**config.mk**
```make
export PLATFORM = sky130hd
export DESIGN_NAME = uart_rx
export DESIGN_NICKNAME = d
export VERILOG_FILES = /design/src/rtl/uart_pkg.sv /design/src/rtl/sync2.sv /design/src/rtl/uart_rx.sv
export SDC_FILE = /design/constraint.sdc
export NUM_CORES = 1
export LEC_CHECK = 0
export BUFFER_PORTS_ARGS = -buffer_cell sky130_fd_sc_hd__buf_2
export CAP_MARGIN = 20
export CORE_ASPECT_RATIO = 1.2
export CORE_MARGIN = 2
export CORE_UTILIZATION = 55
export CTS_CLUSTER_SIZE = 16
export DETAILED_ROUTE_END_ITERATION = 16
export HOLD_SLACK_MARGIN = 0.15
export PLACE_DENSITY = 0.75
export SLEW_MARGIN = 0
export SYNTH_ARGS = -nofsm -noshare
export SYNTH_HDL_FRONTEND = slang
export SYNTH_SLANG_ARGS = --single-unit
```
**constraint.sdc**
```tcl
create_clock -name clk -period 3.5 [get_ports clk]
set_clock_uncertainty 0.15 [all_clocks]
set_input_delay 0.7 -clock clk [delete_from_list [all_inputs] [get_ports clk]]
set_output_delay 0.7 -clock clk [all_outputs]
set_load 0.02 [all_outputs]
```
**src/rtl/uart_pkg.sv**
```systemverilog
// Shared UART definitions: FSM state encoding and baud divisor derivation.
package uart_pkg;

  typedef enum logic [2:0] {
    IDLE,
    START,
    DATA,
    STOP,
    WAIT_IDLE
  } uart_state_e;

  // Clocks per bit, truncated.
  function automatic int unsigned uart_div(input int unsigned clk_frq,
                                           input int unsigned baud_rate);
    return clk_frq / baud_rate;
  endfunction

  // Clocks to the middle of a bit.
  function automatic int unsigned uart_half(input int unsigned clk_frq,
                                            input int unsigned baud_rate);
    return uart_div(clk_frq, baud_rate) / 2;
  endfunction

endpackage

```
**src/rtl/sync2.sv**
```systemverilog
// Two-flop synchronizer for a single asynchronous bit, reset value selectable.
module sync2 #(
  parameter logic RST_VAL = 1'b1
) (
  input  logic clk,
  input  logic rst,
  input  logic d_i,
  output logic q_o
);

  logic meta_q;
  logic sync_q;

  always_ff @(posedge clk or posedge rst) begin
    if (rst) begin
      meta_q <= RST_VAL;
      sync_q <= RST_VAL;
    end else begin
      meta_q <= d_i;
      sync_q <= meta_q;
    end
  end

  assign q_o = sync_q;

endmodule

```
**src/rtl/uart_rx.sv**
```systemverilog
// 8N1 UART receiver: mid-bit sampling, sticky ready/overrun/frame-error flags.
module uart_rx
  import uart_pkg::*;
#(
  parameter int unsigned CLK_FRQ   = 27_000_000,
  parameter int unsigned BAUD_RATE = 115200
) (
  input  logic       clk,
  input  logic       reset,
  input  logic       rx_in,
  input  logic       rx_clear,
  output logic [7:0] rx_data,
  output logic       rx_data_ready,
  output logic       rx_overrun,
  output logic       rx_frame_err
);

  localparam int unsigned DIV  = uart_div(CLK_FRQ, BAUD_RATE);
  localparam int unsigned HALF = uart_half(CLK_FRQ, BAUD_RATE);
  localparam int unsigned TW   = (DIV > 1) ? $clog2(DIV) : 1;
  localparam logic [TW-1:0] DIV_M1  = TW'(DIV - 1);
  localparam logic [TW-1:0] HALF_M1 = TW'(HALF - 1);

  logic          rx_s;
  uart_state_e   state_q;
  logic [TW-1:0] timer_q;
  logic [2:0]    idx_q;
  logic [7:0]    shift_q;
  logic [7:0]    data_q;
  logic          ready_q;
  logic          ovr_q;
  logic          ferr_q;

  sync2 #(.RST_VAL(1'b1)) u_sync (
    .clk (clk),
    .rst (reset),
    .d_i (rx_in),
    .q_o (rx_s)
  );

  always_ff @(posedge clk or posedge reset) begin
    if (reset) begin
      state_q <= IDLE;
      timer_q <= '0;
      idx_q   <= '0;
      shift_q <= '0;
      data_q  <= '0;
      ready_q <= 1'b0;
      ovr_q   <= 1'b0;
      ferr_q  <= 1'b0;
    end else begin
      // Consumer acknowledge; a load or error below on the same edge takes priority.
      if (rx_clear) begin
        ready_q <= 1'b0;
        ovr_q   <= 1'b0;
        ferr_q  <= 1'b0;
      end

      case (state_q)
        IDLE: begin
          if (!rx_s) begin
            state_q <= START;
            timer_q <= '0;
          end
        end

        START: begin
          if (timer_q == HALF_M1) begin
            timer_q <= '0;
            idx_q   <= '0;
            state_q <= rx_s ? IDLE : DATA;
          end else begin
            timer_q <= timer_q + TW'(1);
          end
        end

        DATA: begin
          if (timer_q == DIV_M1) begin
            timer_q <= '0;
            shift_q <= {rx_s, shift_q[7:1]};
            idx_q   <= idx_q + 3'd1;
            if (idx_q == 3'd7) state_q <= STOP;
          end else begin
            timer_q <= timer_q + TW'(1);
          end
        end

        STOP: begin
          if (timer_q == DIV_M1) begin
            timer_q <= '0;
            if (rx_s) begin
              data_q  <= shift_q;
              ready_q <= 1'b1;
              if (ready_q && !rx_clear) ovr_q <= 1'b1;
              state_q <= IDLE;
            end else begin
              ferr_q  <= 1'b1;
              state_q <= WAIT_IDLE;
            end
          end else begin
            timer_q <= timer_q + TW'(1);
          end
        end

        WAIT_IDLE: begin
          if (rx_s) state_q <= IDLE;
        end

        default: state_q <= IDLE;
      endcase
    end
  end

  assign rx_data       = data_q;
  assign rx_data_ready = ready_q;
  assign rx_overrun    = ovr_q;
  assign rx_frame_err  = ferr_q;

endmodule
```
==> results.toml, run 1 <==
[clock_network]
clk_path_buf_depth = 2
ctsHoldBuffers = 0
insertion_delay_ns = 0.33
cts_sinks = 35
cts_tree = "done"
clockRootBuffer = "clkbuf_4"
htree_levels = 2
cts_buffers = 5
post_cts_resized = 0
cts_setup_buffers = 0
clkSlewWorstSetupHoldPaths_ns = 0.10

[floorplan]
core_area_um2 = 2840
die-area_um2 = 3460
die_w_um = 54.1
io_pins = 15
die_h_um = 64.1
start_util = 0.583
rows = 21

[power]
ir_drop_mv = 0.289
leakagePower_uw = 0.000953
pwr_density_cell_nw_per_um2 = 391

[drt]
first_iter_violations = 12
routed_wl_um = 2910
via_count = 1207
first_pass_iters = 4
via_per_inst = 5.75
antenna_left = 0
drc = 0
wl_per_cell_um = 13.9

[global_route]
grt_max_degree = 36
grtUsageTotal = 0.207
grt_antenna_before_repair = 0
overflow = 0
grt_pass1_wl_um = 5240
grt_pass1_vias = 1253

[final_layout]
insertedDiodeCount = 0
syn_to_final_growth_pct = 10.8
regArea_um2 = 878
drive_gt1_frac = 0.250
nets = 184
final_util = 0.646
multi_input_area_um2 = 722
fillerInstances = 241

[critical_path]
worstSetupPathType = "reg -> reg"
critPathCaptureType = "register"
worstPathRequired_ns = 3.58
arrival_ns = 1.97
crit_path_start_kind = "register"
cp_max_fo = 9

[synth]
yosys_warnings = 0
synth_area_um2 = 1650
ys.flop_type = "dfrtp_1"
yosys.area.top_type = "dfrtp_1"
synthArstFlopShare = 1.00
netlist_instances = 158
ys_ff_latch = 35
synth_nets = 167
yosysTopAreaCellShare = 0.499
ys_types = 42
synth-edff-count = 0
syn_area_per_cell_um2 = 10.5
synth_area_leaders = "dfrtp_1 50%, nand2_1 7.9%, mux2_2 5.4%"
yosysSeqAreaShare = 0.531

[timing]
final-max-slew-violation-count = 0
min_period_over_period = 0.540
rsz0062_at_grt = "false"
min_period_ns = 1.89
worst_pin_slew_ns = 0.419
final-hold-violation-count = 0
maxSlewHeadroom = 0.720
fmaxAchievable_ghz = 0.529
final.setup.tns_ns = 0
setup_slack_ns = 1.61
setup_violations = 0

[job]
cap_viol_max_count = 0

[hold_path]
hold_path.class = "reg -> reg"

[status]
status = "finished, final reports clean"

[placement]
hpwl_um = 2150
pre_cts_slack_ns = 1.61
gp_congestion = 0.820
portBuffers = 14
cell families after synthesis:
group,share of synthesized area
AO/OA/AOI/OAI,0.137
adder cells (fa/ha/maj),0.0378
buffers and inverters,0.0325
flip-flops,0.531
multiplexers,0.0545
AND/OR/NAND/NOR,0.207
layout make-up:
| class | instances | share of cell area |
|---|---|---|
| Sequential cell | 35 | 0.479 |
| Timing Repair Buffer | 15 | 0.0423 |
| Tap cell | 34 | 0.0232 |
| Clock buffer | 6 | 0.0280 |
| Inverter | 7 | 0.0143 |
| Multi-Input combinational cell | 111 | 0.394 |
| Clock inverter | 2 | 0.0191 |
path summary, 6_finish.rpt:
check                                               end                    start  slack (ns)  cells after the start
max in group asynchronous       u_sync.meta_q$_DFF_PP1_                    reset        2.58                      3
worst min register to register     u_sync.q_o$_DFF_PP1_  u_sync.meta_q$_DFF_PP1_        0.21                      0
worst min-delay path               u_sync.q_o$_DFF_PP1_  u_sync.meta_q$_DFF_PP1_        0.21                      0
min in group asynchronous        rx_data[3]$_DFFE_PP0P_                    reset        0.29                      3
worst max-delay path             rx_data[3]$_DFFE_PP0P_   timer_q[1]$_DFFE_PP0P_        1.61                      6
worst max register to register   rx_data[3]$_DFFE_PP0P_   timer_q[1]$_DFFE_PP0P_        1.61                      6
worst max-delay path, stage by stage, from the launching register on:
cell and delay [ns]:
dfrtp_1 0.41, inv_1 0.10, ha_1 0.14, and3_1 0.21, and2_1 0.31, nand2_4 0.15
mux2_2 0.30
Yosys cell counts, drive strengths merged (2+ instances only):
cell,count
nand2,36
dfrtp,33
mux2,8
o21ai,8
inv,7
nor2,7
nand3,6
ha,5
a21oi,4
o211ai,4
and3,3
clkbuf,3
nor3b,3
a21boi,2
a21o,2
a22o,2
and2,2
buf,2
dfstp,2
o22ai,2
flip-flops by register name, indices dropped and copies added (netlist names):
| name | count |
|---|---|
| timer_q | 8 |
| state_q | 3 |
| u_sync.q_o | 1 |
| rx_overrun | 1 |
| idx_q | 3 |
| rx_data | 8 |
| u_sync.meta_q | 1 |
| rx_frame_err | 1 |
| rx_data_ready | 1 |
| shift_q | 8 |
through the flow:
stage	area, um^2	total power [uW]	hold WS [ns]	instances
5_1_grt	1830	746	0.217	210
4_1_cts	1830	724	0.215	210
3_3_place_gp	1750	426	0.196	202
2_1_floorplan	1650	422	0.195	158
3_5_place_dp	1750	427	0.199	202
6_report	1830	716	0.214	210
routing by layer:
metal | vias to the layer above | track usage | share of wire
met5 | - | 0 | 0
met4 | 0 | 0.128 | 0.028
met3 | 7 | 0.0421 | 0.031
met2 | 18 | 0.348 | 0.53
met1 | 596 | 0.231 | 0.41
li1 | 586 | - | -
power breakdown:
group	internal (uW)	switching [uW]
clock network	169	129
logic	2.27	8.08
registers	406	1.85
total	577	139
cells in the final DEF (no fill, tap or decap), drive strengths merged, types with 3 or more instances in the layout:
cell	count
buf	15
nor3b	3
o21ai	8
clkbuf	6
nand3	6
inv	7
dfrtp	33
ha	5
a21oi	4
nor2	7
o211ai	4
and3	3
nand2	36
mux2	8
No activity file was read; power rests on OpenSTA's default activity.
==> run 2, diff against run 1 <==
Settings changed: CORE_UTILIZATION 55 to 52, PLACE_DENSITY 0.75 to 0.74.
Clock period 3.5 ns to 1.7 ns, I/O delays scaled along.
==> results.toml, run 2 (synthesis gave the netlist of run 1 again) <==
[clock_network]
clkSlewWorstSetupHoldPaths_ns = 0.11
htree_levels = 2
cts_buffers = 5
clk_path_buf_depth = 2
insertion_delay_ns = 0.33
cts_sinks = 35
cts_tree = "done"
clockRootBuffer = "clkbuf_4"

[drt]
routed_wl_um = 3580
drc = 0
via_per_inst = 5.53
wl_per_cell_um = 15.0
first_iter_violations = 21
via_count = 1322
first_pass_iters = 4
antenna_left = 0

[global_route]
grt_antenna_before_repair = 0
overflow = 0
grt_pass1_wl_um = 5930
grtUsageTotal = 0.210
grt_pass1_vias = 1354
grt_max_degree = 36

[floorplan]
die_h_um = 65.8
start_util = 0.541
core_area_um2 = 3060
die-area_um2 = 3650
io_pins = 15
die_w_um = 55.5
rows = 22

[placement]
hpwl_um = 2520
portBuffers = 14
gp_congestion = 0.859
pre_cts_slack_ns = -0.108

[timing]
rsz0062_at_grt = "true"
final-hold-violation-count = 0
worst_pin_slew_ns = 0.424
final-max-slew-violation-count = 0
setup_violations = 6
fin_hold_ws_ns = 0.215
fmaxAchievable_ghz = 0.584
min_period_over_period = 1.01
final.setup.tns_ns = -0.0341
maxSlewHeadroom = 0.717
min_period_ns = 1.71
setup_slack_ns = -0.0112

[final_layout]
final_common_cell = "nand2_1"
mostFrequentLayoutCells = "35 x nand2_1, 32 x dfrtp_1, 24 x buf_4, 14 x buf_2, 8 x mux2_2"
nets = 211
syn_to_final_growth_pct = 29.0
insertedDiodeCount = 0
fillerInstances = 230
final_util = 0.698
drive_gt1_frac = 0.404

[hold_path]
hold_path.class = "reg -> reg"
min-delay-start = "u_sync.meta_q$_DFF_PP1_"

[critical_path]
r2r-start = "timer_q[1]$_DFFE_PP0P_"
critPathCaptureType = "register"
worstSetupPathType = "reg -> reg"
worstPathRequired_ns = 1.77
critPathCapture = "rx_data[6]$_DFFE_PP0P_"
cp_max_fo = 9
cp-startpoint = "timer_q[1]$_DFFE_PP0P_"
arrival_ns = 1.79
worstRegToRegCells = 6
rr_endpoint = "rx_data[6]$_DFFE_PP0P_"
r2r_slack_ns = -0.01
crit_path_start_kind = "register"

[power]
pwr_density_cell_nw_per_um2 = 682
ir_drop_mv = 0.433
leakagePower_uw = 0.00109

[job]
cap_viol_max_count = 0

[status]
status = "finished with violations"
violations = "negative setup slack"
[run 2: what timing repair did]
| action | 4_1_cts | 5_1_grt |
|---|---|---|
| pin swaps | 2 | 8 |
| hold buffers | 3 | 0 |
| buffers inserted | 1 | 2 |
| endpoints found under the hold margin | 37 | 0 |
| resized for setup | 7 | 15 |
| endpoints found under the setup margin | 20 | 21 |
[run 2: worst min-delay path by stage]
stage / endpoint / depth (start not counted)
after floorplan: u_sync.meta_q$_DFF_PP1_ / 0
after global placement: u_sync.q_o$_DFF_PP1_ / 0
after detailed placement: u_sync.q_o$_DFF_PP1_ / 0
after CTS: u_sync.q_o$_DFF_PP1_ / 0
after global routing: u_sync.q_o$_DFF_PP1_ / 0
final: u_sync.q_o$_DFF_PP1_ / 0
[run 2: layer usage]
| metal | vias up | GRT usage | part of all wire |
|---|---|---|---|
| met2 | 28 | 0.382 | 0.54 |
| li1 | 638 | - | - |
| met5 | - | 0 | 0 |
| met4 | 0 | 0.119 | 0.036 |
| met1 | 643 | 0.231 | 0.39 |
| met3 | 13 | 0.0352 | 0.028 |
[run 2: critical path, cell delays in order (launching register included)]
cell and delay [ns]:
dfrtp_1 0.41, inv_2 0.10, ha_2 0.17, and3_4 0.21, and2_4 0.20, nand2_8 0.09
mux2_2 0.28
[run 2: power breakdown]
group | internal (uW) | total, uW | leakage, uW | switching (uW)
registers | 836 | 837 | 0.000466 | 0.817
logic | 10.7 | 31.8 | 0.000579 | 21.1
clock network | 309 | 587 | 0.0000452 | 278
[run 2: final cells by class]
type                            count  area, um^2  area share
Sequential cell                    35         880       0.412
Multi-Input combinational cell    111         810       0.379
Clock buffer                        5        37.5      0.0176
Tap cell                           36        45.0      0.0211
Clock inverter                      3        43.8      0.0205
Timing Repair Buffer               42         292       0.137
Inverter                            7        26.3      0.0123
[run 2: through the flow]
stage	std cells	area (um^2)	power, uW
4_1_cts	238	2070	1470
3_5_place_dp	226	1930	881
2_1_floorplan	158	1670	868
6_report	239	2130	1460
5_1_grt	239	2130	1520
3_3_place_gp	226	1930	879
